===== config.mk =====
export PLATFORM = sky130hd
export DESIGN_NAME = pad_serdes_bridge
export DESIGN_NICKNAME = d
export VERILOG_FILES = /design/src/rtl/pad_serdes_bridge.sv
export SDC_FILE = /design/constraint.sdc
export NUM_CORES = 1
export LEC_CHECK = 0
export ABC_AREA = 0
export CAP_MARGIN = 20
export CELL_PAD_IN_SITES_DETAIL_PLACEMENT = 1
export CELL_PAD_IN_SITES_GLOBAL_PLACEMENT = 1
export CORE_AREA = 2 2 95 87
export CTS_CLUSTER_SIZE = 40
export DETAILED_ROUTE_END_ITERATION = 10
export DIE_AREA = 0 0 97 89
export PLACE_DENSITY = 0.84
export SYNTH_ARGS = -nofsm -noshare
export SYNTH_HDL_FRONTEND = slang
export SYNTH_SLANG_ARGS = --single-unit

===== constraint.sdc =====
create_clock -name clk -period 1.6 [get_ports clk]
set_input_delay 0.16 -clock clk [delete_from_list [all_inputs] [get_ports clk]]
set_output_delay 0.16 -clock clk [all_outputs]
set_load 0.02 [all_outputs]

===== src/rtl/pad_serdes_bridge.sv =====
// pad_serdes_bridge: deserialises a narrow pad bus into core receive words and serialises core decoded words onto a narrow pad bus.
module pad_serdes_bridge #(
  parameter int IN_PINS    = 4,
  parameter int CORE_IN_W  = 16,
  parameter int OUT_PINS   = 2,
  parameter int CORE_OUT_W = 8
) (
  input  logic                  clk,
  input  logic                  rst,
  input  logic [IN_PINS-1:0]    pad_in,
  input  logic                  pad_in_frame,
  output logic [CORE_IN_W-1:0]  core_data_recv,
  output logic                  core_recv_valid,
  input  logic [CORE_OUT_W-1:0] core_data_dec,
  input  logic                  core_dec_valid,
  output logic                  core_dec_ready,
  output logic [OUT_PINS-1:0]   pad_out,
  output logic                  pad_out_frame,
  output logic                  pad_out_oen,
  output logic                  core_rst_n,
  output logic [7:0]            err_cnt
);
  localparam int IN_BEATS  = CORE_IN_W / IN_PINS;
  localparam int OUT_BEATS = CORE_OUT_W / OUT_PINS;
  localparam int IBW = IN_BEATS > 1 ? $clog2(IN_BEATS) : 1;
  localparam int OBW = OUT_BEATS > 1 ? $clog2(OUT_BEATS) : 1;
  localparam logic [IBW-1:0] IN_LAST  = IBW'(IN_BEATS - 1);
  localparam logic [OBW-1:0] OUT_LAST = OBW'(OUT_BEATS - 1);

  typedef enum logic {D_IDLE, D_COLLECT} d_state_t;
  typedef enum logic {S_IDLE, S_SEND} s_state_t;

  logic [1:0] sync;
  always_ff @(posedge clk or negedge rst)
    if (!rst) sync <= '0;
    else sync <= {sync[0], 1'b1};
  assign core_rst_n = sync[1];

  logic [IN_PINS-1:0] s1_data;
  logic               s1_frame;
  always_ff @(posedge clk or negedge rst)
    if (!rst) begin
      s1_data  <= '0;
      s1_frame <= 1'b0;
    end else begin
      s1_data  <= pad_in;
      s1_frame <= pad_in_frame;
    end

  d_state_t             d_state, d_next;
  logic [IBW-1:0]       bcnt;
  logic [CORE_IN_W-1:0] rbuf, asm_word;
  logic                 in_last;
  assign in_last = d_state == D_COLLECT && bcnt == IN_LAST;

  always_comb begin
    asm_word = rbuf;
    asm_word[bcnt*IN_PINS +: IN_PINS] = s1_data;
  end

  always_comb begin
    d_next = d_state;
    if (s1_frame) d_next = IN_BEATS == 1 ? D_IDLE : D_COLLECT;
    else if (in_last) d_next = D_IDLE;
  end

  always_ff @(posedge clk or negedge rst)
    if (!rst) d_state <= D_IDLE;
    else d_state <= d_next;

  // A frame beat always restarts at slice 0; arriving mid-word it also counts as an error.
  always_ff @(posedge clk or negedge rst)
    if (!rst) begin
      rbuf            <= '0;
      bcnt            <= '0;
      core_data_recv  <= '0;
      core_recv_valid <= 1'b0;
      err_cnt         <= '0;
    end else begin
      core_recv_valid <= 1'b0;
      if (s1_frame) begin
        if (d_state == D_COLLECT && err_cnt != 8'hFF) err_cnt <= err_cnt + 8'd1;
        rbuf[IN_PINS-1:0] <= s1_data;
        bcnt <= IN_BEATS > 1 ? IBW'(1) : IBW'(0);
        if (IN_BEATS == 1) begin
          core_data_recv  <= CORE_IN_W'(s1_data);
          core_recv_valid <= 1'b1;
        end
      end else if (d_state == D_COLLECT) begin
        rbuf[bcnt*IN_PINS +: IN_PINS] <= s1_data;
        bcnt <= in_last ? IBW'(0) : bcnt + IBW'(1);
        if (in_last) begin
          core_data_recv  <= asm_word;
          core_recv_valid <= 1'b1;
        end
      end
    end

  s_state_t              s_state, s_next;
  logic [OBW-1:0]        ocnt, ocnt_nxt;
  logic [CORE_OUT_W-1:0] hold;
  logic                  out_last, accept;
  assign out_last       = s_state == S_SEND && ocnt == OUT_LAST;
  assign core_dec_ready = core_rst_n && (s_state == S_IDLE || out_last);
  assign accept         = core_dec_valid && core_dec_ready;
  assign ocnt_nxt       = ocnt + OBW'(1);

  always_comb begin
    s_next = s_state;
    s_next = accept ? S_SEND : out_last ? S_IDLE : s_state;
  end

  always_ff @(posedge clk or negedge rst)
    if (!rst) s_state <= S_IDLE;
    else s_state <= s_next;

  // Accept on the last beat chains straight into beat 0 of the next word.
  always_ff @(posedge clk or negedge rst)
    if (!rst) begin
      hold          <= '0;
      ocnt          <= '0;
      pad_out       <= '0;
      pad_out_frame <= 1'b0;
      pad_out_oen   <= 1'b1;
    end else if (accept) begin
      hold          <= core_data_dec;
      ocnt          <= '0;
      pad_out       <= core_data_dec[OUT_PINS-1:0];
      pad_out_frame <= 1'b1;
      pad_out_oen   <= 1'b0;
    end else if (out_last) begin
      ocnt          <= '0;
      pad_out       <= '0;
      pad_out_frame <= 1'b0;
      pad_out_oen   <= 1'b1;
    end else if (s_state == S_SEND) begin
      ocnt          <= ocnt_nxt;
      pad_out       <= hold[ocnt_nxt*OUT_PINS +: OUT_PINS];
      pad_out_frame <= 1'b0;
    end
endmodule


Yosys cells after proc, flatten, opt, wreduce, memory -nomap -nowiden

Cells that the tools add are included.

Register bits: 66
Bits of input ports: 16
Output and inout port bits: 31
Word-level logic and storage cells: 65

Add/subtract/negate cells: 4
Equal/unequal tests: 3
Shift operators: 3
Muxes and demuxes: 24
Bitwise logic cells: 2
Reduce and logical (&&, ||, !) cells: 13

Operator list:

| kind                                                                     | number |
|---|---|
| 4-bit negator with 34-bit output                                         | 1 |
| 4-bit by 34-bit variable shift with 16-bit output (first input constant) | 1 |
| 4-bit by 34-bit indexed part select with 16-bit output                   | 1 |
| 2-bit 2-to-1 mux                                                         | 9 |
| 16-bit bitwise mux                                                       | 1 |
| 1-bit 2-to-1 mux                                                         | 12 |
| 8-bit by 1-bit adder with 8-bit output (second input constant)           | 1 |
| 4-bit 2-to-1 mux                                                         | 2 |
| 8-bit != test (second input constant)                                    | 1 |
| 8-bit by 4-bit indexed part select with 2-bit output                     | 1 |
| 2-bit nonzero test                                                       | 3 |
| 1-bit logical AND                                                        | 5 |
| 2-bit by 1-bit adder with 2-bit output (second input constant)           | 2 |
| 2-bit equality test (second input constant)                              | 2 |
| 2-bit AND reduction                                                      | 2 |
| 3-bit AND reduction                                                      | 1 |
| 3-bit nonzero test                                                       | 1 |
| 1-bit NOT                                                                | 2 |
| 1-bit logical OR                                                         | 1 |

Depth between registers and ports, before layout

Depth in word-level cells: 6
Depth in mapped cells: 8
Mapped depth without buffers: 5

Worst setup path after synthesis

No wires, ideal clock.

Path type: register to register
Start point: register bcnt[0]
End point: register rbuf[7]
Library setup time: 0.066 ns
Arrival: 1.537 ns
Required time: 1.534 ns
Setup slack: -0.002 ns
Stages on the path, launching flop included: 6
Buffers on the path: 0
Clock period less this slack: 1.602 ns
Cells stage by stage: dfrtp_1 -> inv_1 -> ha_1 -> nor3b_4 -> and4_2 -> a22o_1

Longest elaborated chain between the ends: 3
Elaborated cells between the ends (all ways): 4
Those cells by class: 1 x add/sub; 2 x shift; 1 x mux

RTL lines:

| what                                                                                                                               | RTL line | RTL |
|---|---|---|
| start, declared                                                                                                                    | 51       | `logic [IBW-1:0] bcnt;` |
| start signal, assigned                                                                                                             | 84       | `bcnt <= IN_BEATS > 1 ? IBW'(1) : IBW'(0);` |
| start signal, assigned                                                                                                             | 91       | `bcnt <= in_last ? IBW'(0) : bcnt + IBW'(1);` |
| 4-bit negator with 34-bit output *                                                                                                 | 90       | `rbuf[bcnt*IN_PINS +: IN_PINS] <= s1_data;` |
| 4-bit by 34-bit indexed part select with 16-bit output / 4-bit by 34-bit variable shift with 16-bit output (equally long branches) | 90       |  |
| 16-bit bitwise mux *                                                                                                               | 90       |  |
| end signal, assigned by index                                                                                                      | 83       | `rbuf[IN_PINS-1:0] <= s1_data;` |
| end signal, assigned by index                                                                                                      | 90       |  |
| end, declared                                                                                                                      | 52       | `logic [CORE_IN_W-1:0] rbuf, asm_word;` |

Every way passes the cells marked *; elsewhere a longest branch is shown, timed or not.
A chain may end at the register's enable or synchronous reset.

Final worst setup path

Start point: register bcnt[0]
End point: register core_data_recv[12]

Longest elaborated chain between the ends: 3
Elaborated cells between the ends (all ways): 7
Those cells by class: 1 x add/sub; 1 x eq/ne; 2 x shift; 1 x mux; 2 x reduce/logical

RTL lines:

| what                                                                                 | RTL line | RTL |
|---|---|---|
| 4-bit negator with 34-bit output / 2-bit equality test (equally long branches)       | 58, 54   |  |
| 4-bit by 34-bit indexed part select with 16-bit output, or another cell as far along | 58       | `asm_word[bcnt*IN_PINS +: IN_PINS] = s1_data;` |
| 16-bit bitwise mux / 3-bit AND reduction (equally long branches)                     | n/a      |  |
| end signal, assigned                                                                 | 86       | `core_data_recv <= CORE_IN_W'(s1_data);` |
| end signal, assigned                                                                 | 93       | `core_data_recv <= asm_word;` |
| end, declared                                                                        | 12       | `output logic [CORE_IN_W-1:0] core_data_recv,` |

Several ways; a longest one is shown, not always the timed one.

==> key figures <==
Yosys
  • Adder-Cell Fraction of Synth Area: 3.09%
  • Main combinational cell family by area after synthesis: simple AND/OR/NAND/NOR gates
  • Cell area after technology mapping: 2830 µm²
  • Total number of yosys warnings: 0
  • Ys flop type: sky130_fd_sc_hd__dfrtp_1
  • Proportion of synthesized area in mux cells: 7.46%
  • Syn_nets: 258
  • Number of synthesized flops with an enable pin: 0
  • Distinct cell type count of the synthesized netlist: 46
  • FF+latch count, synth: 62
  • Post-synthesis average cell area: 12.1 µm²
  • Async S/R FF share, synth: 100%
  • Basic-gate share of the synthesized area counting and, or, nand and nor cells: 15.9%
  • Compound-cell area share of the yosys netlist: 13.1%
  • Share of the synthesized netlist area taken by xor and xnor gates: 0.618%
  • Register area share after synthesis: 54.8%
  • Cells after synthesis: 235

Clock tree
  • Num CTS Buffers: 9
  • Number of buffers between clock root and the deepest sink: 2
  • CTS tree: yes
  • Clock root buffer master: sky130_fd_sc_hd__clkbuf_8
  • Clock sink count: 62
  • Number of H-tree branching levels: 3
  • Latest clock arrival within the worst-skew pair: 0.33 ns
  • Clock slew seen by the registers of the worst setup and hold paths: 0.07 ns

Placed design
  • DP Worst Slack: -0.0400 ns
  • Post-DP HPWL: 4.67 mm
  • Global placement routability congestion: 0.767
  • Total instance count after detailed placement: 384
  • Port Buffer Count: 46

Setup path
  • Required time reported for the critical path endpoint: 1.87 ns
  • Most frequent cell on the critical path: sky130_fd_sc_hd__nor3b_4
  • Crit path arrival time: 1.85 ns
  • Cells traversed along the worst timing path: inv_1 -> ha_2 -> nor3b_4 -> buf_4 -> nor3b_4 -> a32o_2
  • Kind of launch point of the worst setup path: register
  • CP max stage delay: 0.35 ns
  • Cell type of the slowest stage on the worst timing path: sky130_fd_sc_hd__dfrtp_1
  • Kind of end point of the critical path: register
  • Category of the most critical setup path: register to register
  • Largest fanout on the critical path: 4

Die
  • Starting utilization of the core area: 37.6%
  • Number of top-level pins: 47
  • Height of the chip: 89 µm
  • Core Rows: 30
  • Width of the chip: 97 µm
  • Standard cell core area: 7540 µm²
  • Die area: 8630 µm²

STA
  • Tightest Pin Transition: 0.555 ns
  • Setup repair after global routing missed its margin: true
  • Final max-slew violation count: 0
  • Number of hold violations in the final report: 0
  • Hold_ws: 0.260 ns
  • Slew margin rel.: 63.0%
  • Final setup viols: 0
  • Clock tree skew after final layout: 0.00982 ns
  • Fin crit share: 98.4%
  • Smallest setup slack after layout: 0.0251 ns
  • Minimum clock period after layout: 1.57 ns
  • Max Fclk: 635 MHz
  • Setup TNS: 0 ns

Power and ir drop
  • Largest voltage drop on the vdd net: 0.000677 V
  • Leakage power total: 1.67 nW
  • Power density normalized to cell area: 1910 nW/µm²

Global route
  • Overall routing resource usage: 16.0%
  • Pin count of the biggest net entering global routing: 41
  • GRT overflow: 0
  • Wire length of the first global-routing pass: 10.9 mm
  • Number of antenna violations at the first check in global routing: 0
  • Number of global-route vias before repair: 2,208

Drt
  • DRC errors left: 0
  • Drt first-iter violations: 72
  • Total wire length: 6.69 mm
  • Vias: 2,092
  • Iteration count of the initial detailed-routing pass: 4
  • Detailed-route vias per instance: 5.15
  • Final antenna-violating net count: 0
  • Routed length per placed instance: 16.5 µm

Cells and area
  • Commonest non-fill, non-tap cell in the layout: sky130_fd_sc_hd__dfrtp_1
  • Number of nets in the layout: 328
  • Layout-stage area growth over the synthesis result: 31.7%
  • Antenna Cells: 0
  • Top library cells by usage in the layout, fill and taps aside: sky130_fd_sc_hd__dfrtp_1 (61), sky130_fd_sc_hd__clkdlybuf4s50_1 (37), sky130_fd_sc_hd__buf_4 (21)
  • Footprint of the multi-input gates: 1180 µm²
  • Sequential standard cell area: 1550 µm²
  • Non-filler instance count after layout: 406
  • Fillers: 811
  • Ratio of cells with drive above 1 in the final layout: 22.9%

Outcome
  • Status: finished clean

Hold path
  • Worst min-delay path class: primary input to register

Flow run
  • Count of max-cap constraint violations: 0
## synth_stat cells (all sizes together) (3+ instances only)
| library cell | number | area [µm²] |
|---|---|---|
| dfrtp | 61 | 1530 |
| nand2 | 17 | 80.1 |
| nor2 | 17 | 71.3 |
| a21oi | 14 | 70.1 |
| mux2 | 13 | 146 |
| a22o | 12 | 105 |
| nand4 | 9 | 56.3 |
| buf | 8 | 90.1 |
| inv | 8 | 30.0 |
| ha | 7 | 87.6 |
| nand2b | 7 | 43.8 |
| nand3 | 6 | 30.0 |
| nor2b | 5 | 38.8 |
| o21ai | 5 | 25.0 |
| a31oi | 4 | 25.0 |
| a32oi | 4 | 35.0 |
| nor3b | 3 | 50.1 |
| o211ai | 3 | 22.5 |
| o2bb2ai | 3 | 26.3 |
## kinds of logic (layout without fill, tap and decap cells)
kind of cell               Yosys count  in the layout
AOI/OAI and AO/OA                   52             52
and+or+nand+nor                     75             75
DFF                                 62             62
muxes                               17             17
adders and majority gates            7              7
buffers and inverters               19             94
xor gates and xnor gates             2              2
other                                1              1
## cell type report
type,count,share of cell area [%]
flip-flops and latches,62,41.6
multi-input cells,154,31.7
repair buffers,69,17.2
clock buffers,15,4.46
well taps,96,3.22
inverters,9,1.04
clock inverters,1,0.804
## metal layers
layer  vias up  GRT usage (%)  routed length, µm
li1        985              -                  -
met1      1051           19.5               2970
met2        48           28.6               3360
met3         8           4.14                259
met4         0           4.99                109
met5         -              0                  0
## flip-flops by register name, indices dropped and copies added, names as in the netlist, 2 cells and up
name	flops
ocnt	2
s1_data	4
pad_out	2
hold	8
core_data_recv	16
bcnt	2
rbuf	12
sync	2
err_cnt	8
## power by group
group / switching (mW) / leakage [nW] / internal [mW]
Combinational: 1.55 / 0.813 / 1.63
Clock: 0.575 / 0.0979 / 0.809
Sequential: 0.408 / 0.762 / 2.13
## final timing paths
check	from	end	slack, ns	depth (start not counted)
max	bcnt[0]$_DFFE_PN0P_	core_data_recv[12]$_DFFE_PN0P_	0.03	6
min	pad_in[3]	s1_data[3]$_DFF_PN0_	0.26	1
max reg2reg	bcnt[0]$_DFFE_PN0P_	core_data_recv[12]$_DFFE_PN0P_	0.03	6
min reg2reg	sync[0]$_DFF_PN0_	sync[1]$_DFF_PN0_	0.35	0
max in group asynchronous	rst	bcnt[0]$_DFFE_PN0P_	0.61	3
min in group asynchronous	rst	core_recv_valid$_DFF_PN0_	0.37	2
## worst max-delay path: cells and delay by family, from the launching register on
family | cells | cell delay [ns]
AOI/OAI and AO/OA | 1 | 0.18
buffers and inverters | 2 | 0.28
DFF | 1 | 0.35
and+or+nand+nor | 2 | 0.45
adders and majority gates | 1 | 0.26
## repair_timing
item                       in CTS  in global routing
buffers inserted                1                  4
gates resized for setup        11                  9
setup endpoints to repair      14                 27
hold endpoints to repair       21                  0
cloned                          0                  0
pin swaps                       1                  3
hold buffers                    1                  0
## metrics by stage
stage	area [µm²]	power, mW	utilization [%]
3_3_place_gp	3450	5.46	45.8
3_5_place_dp	3450	5.63	45.8
4_1_cts	3670	7.09	48.6
6_report	3730	7.11	49.5
2_1_floorplan	2840	4.35	-
5_1_grt	3730	7.59	49.5
No activity file was read; power rests on OpenSTA's default activity.
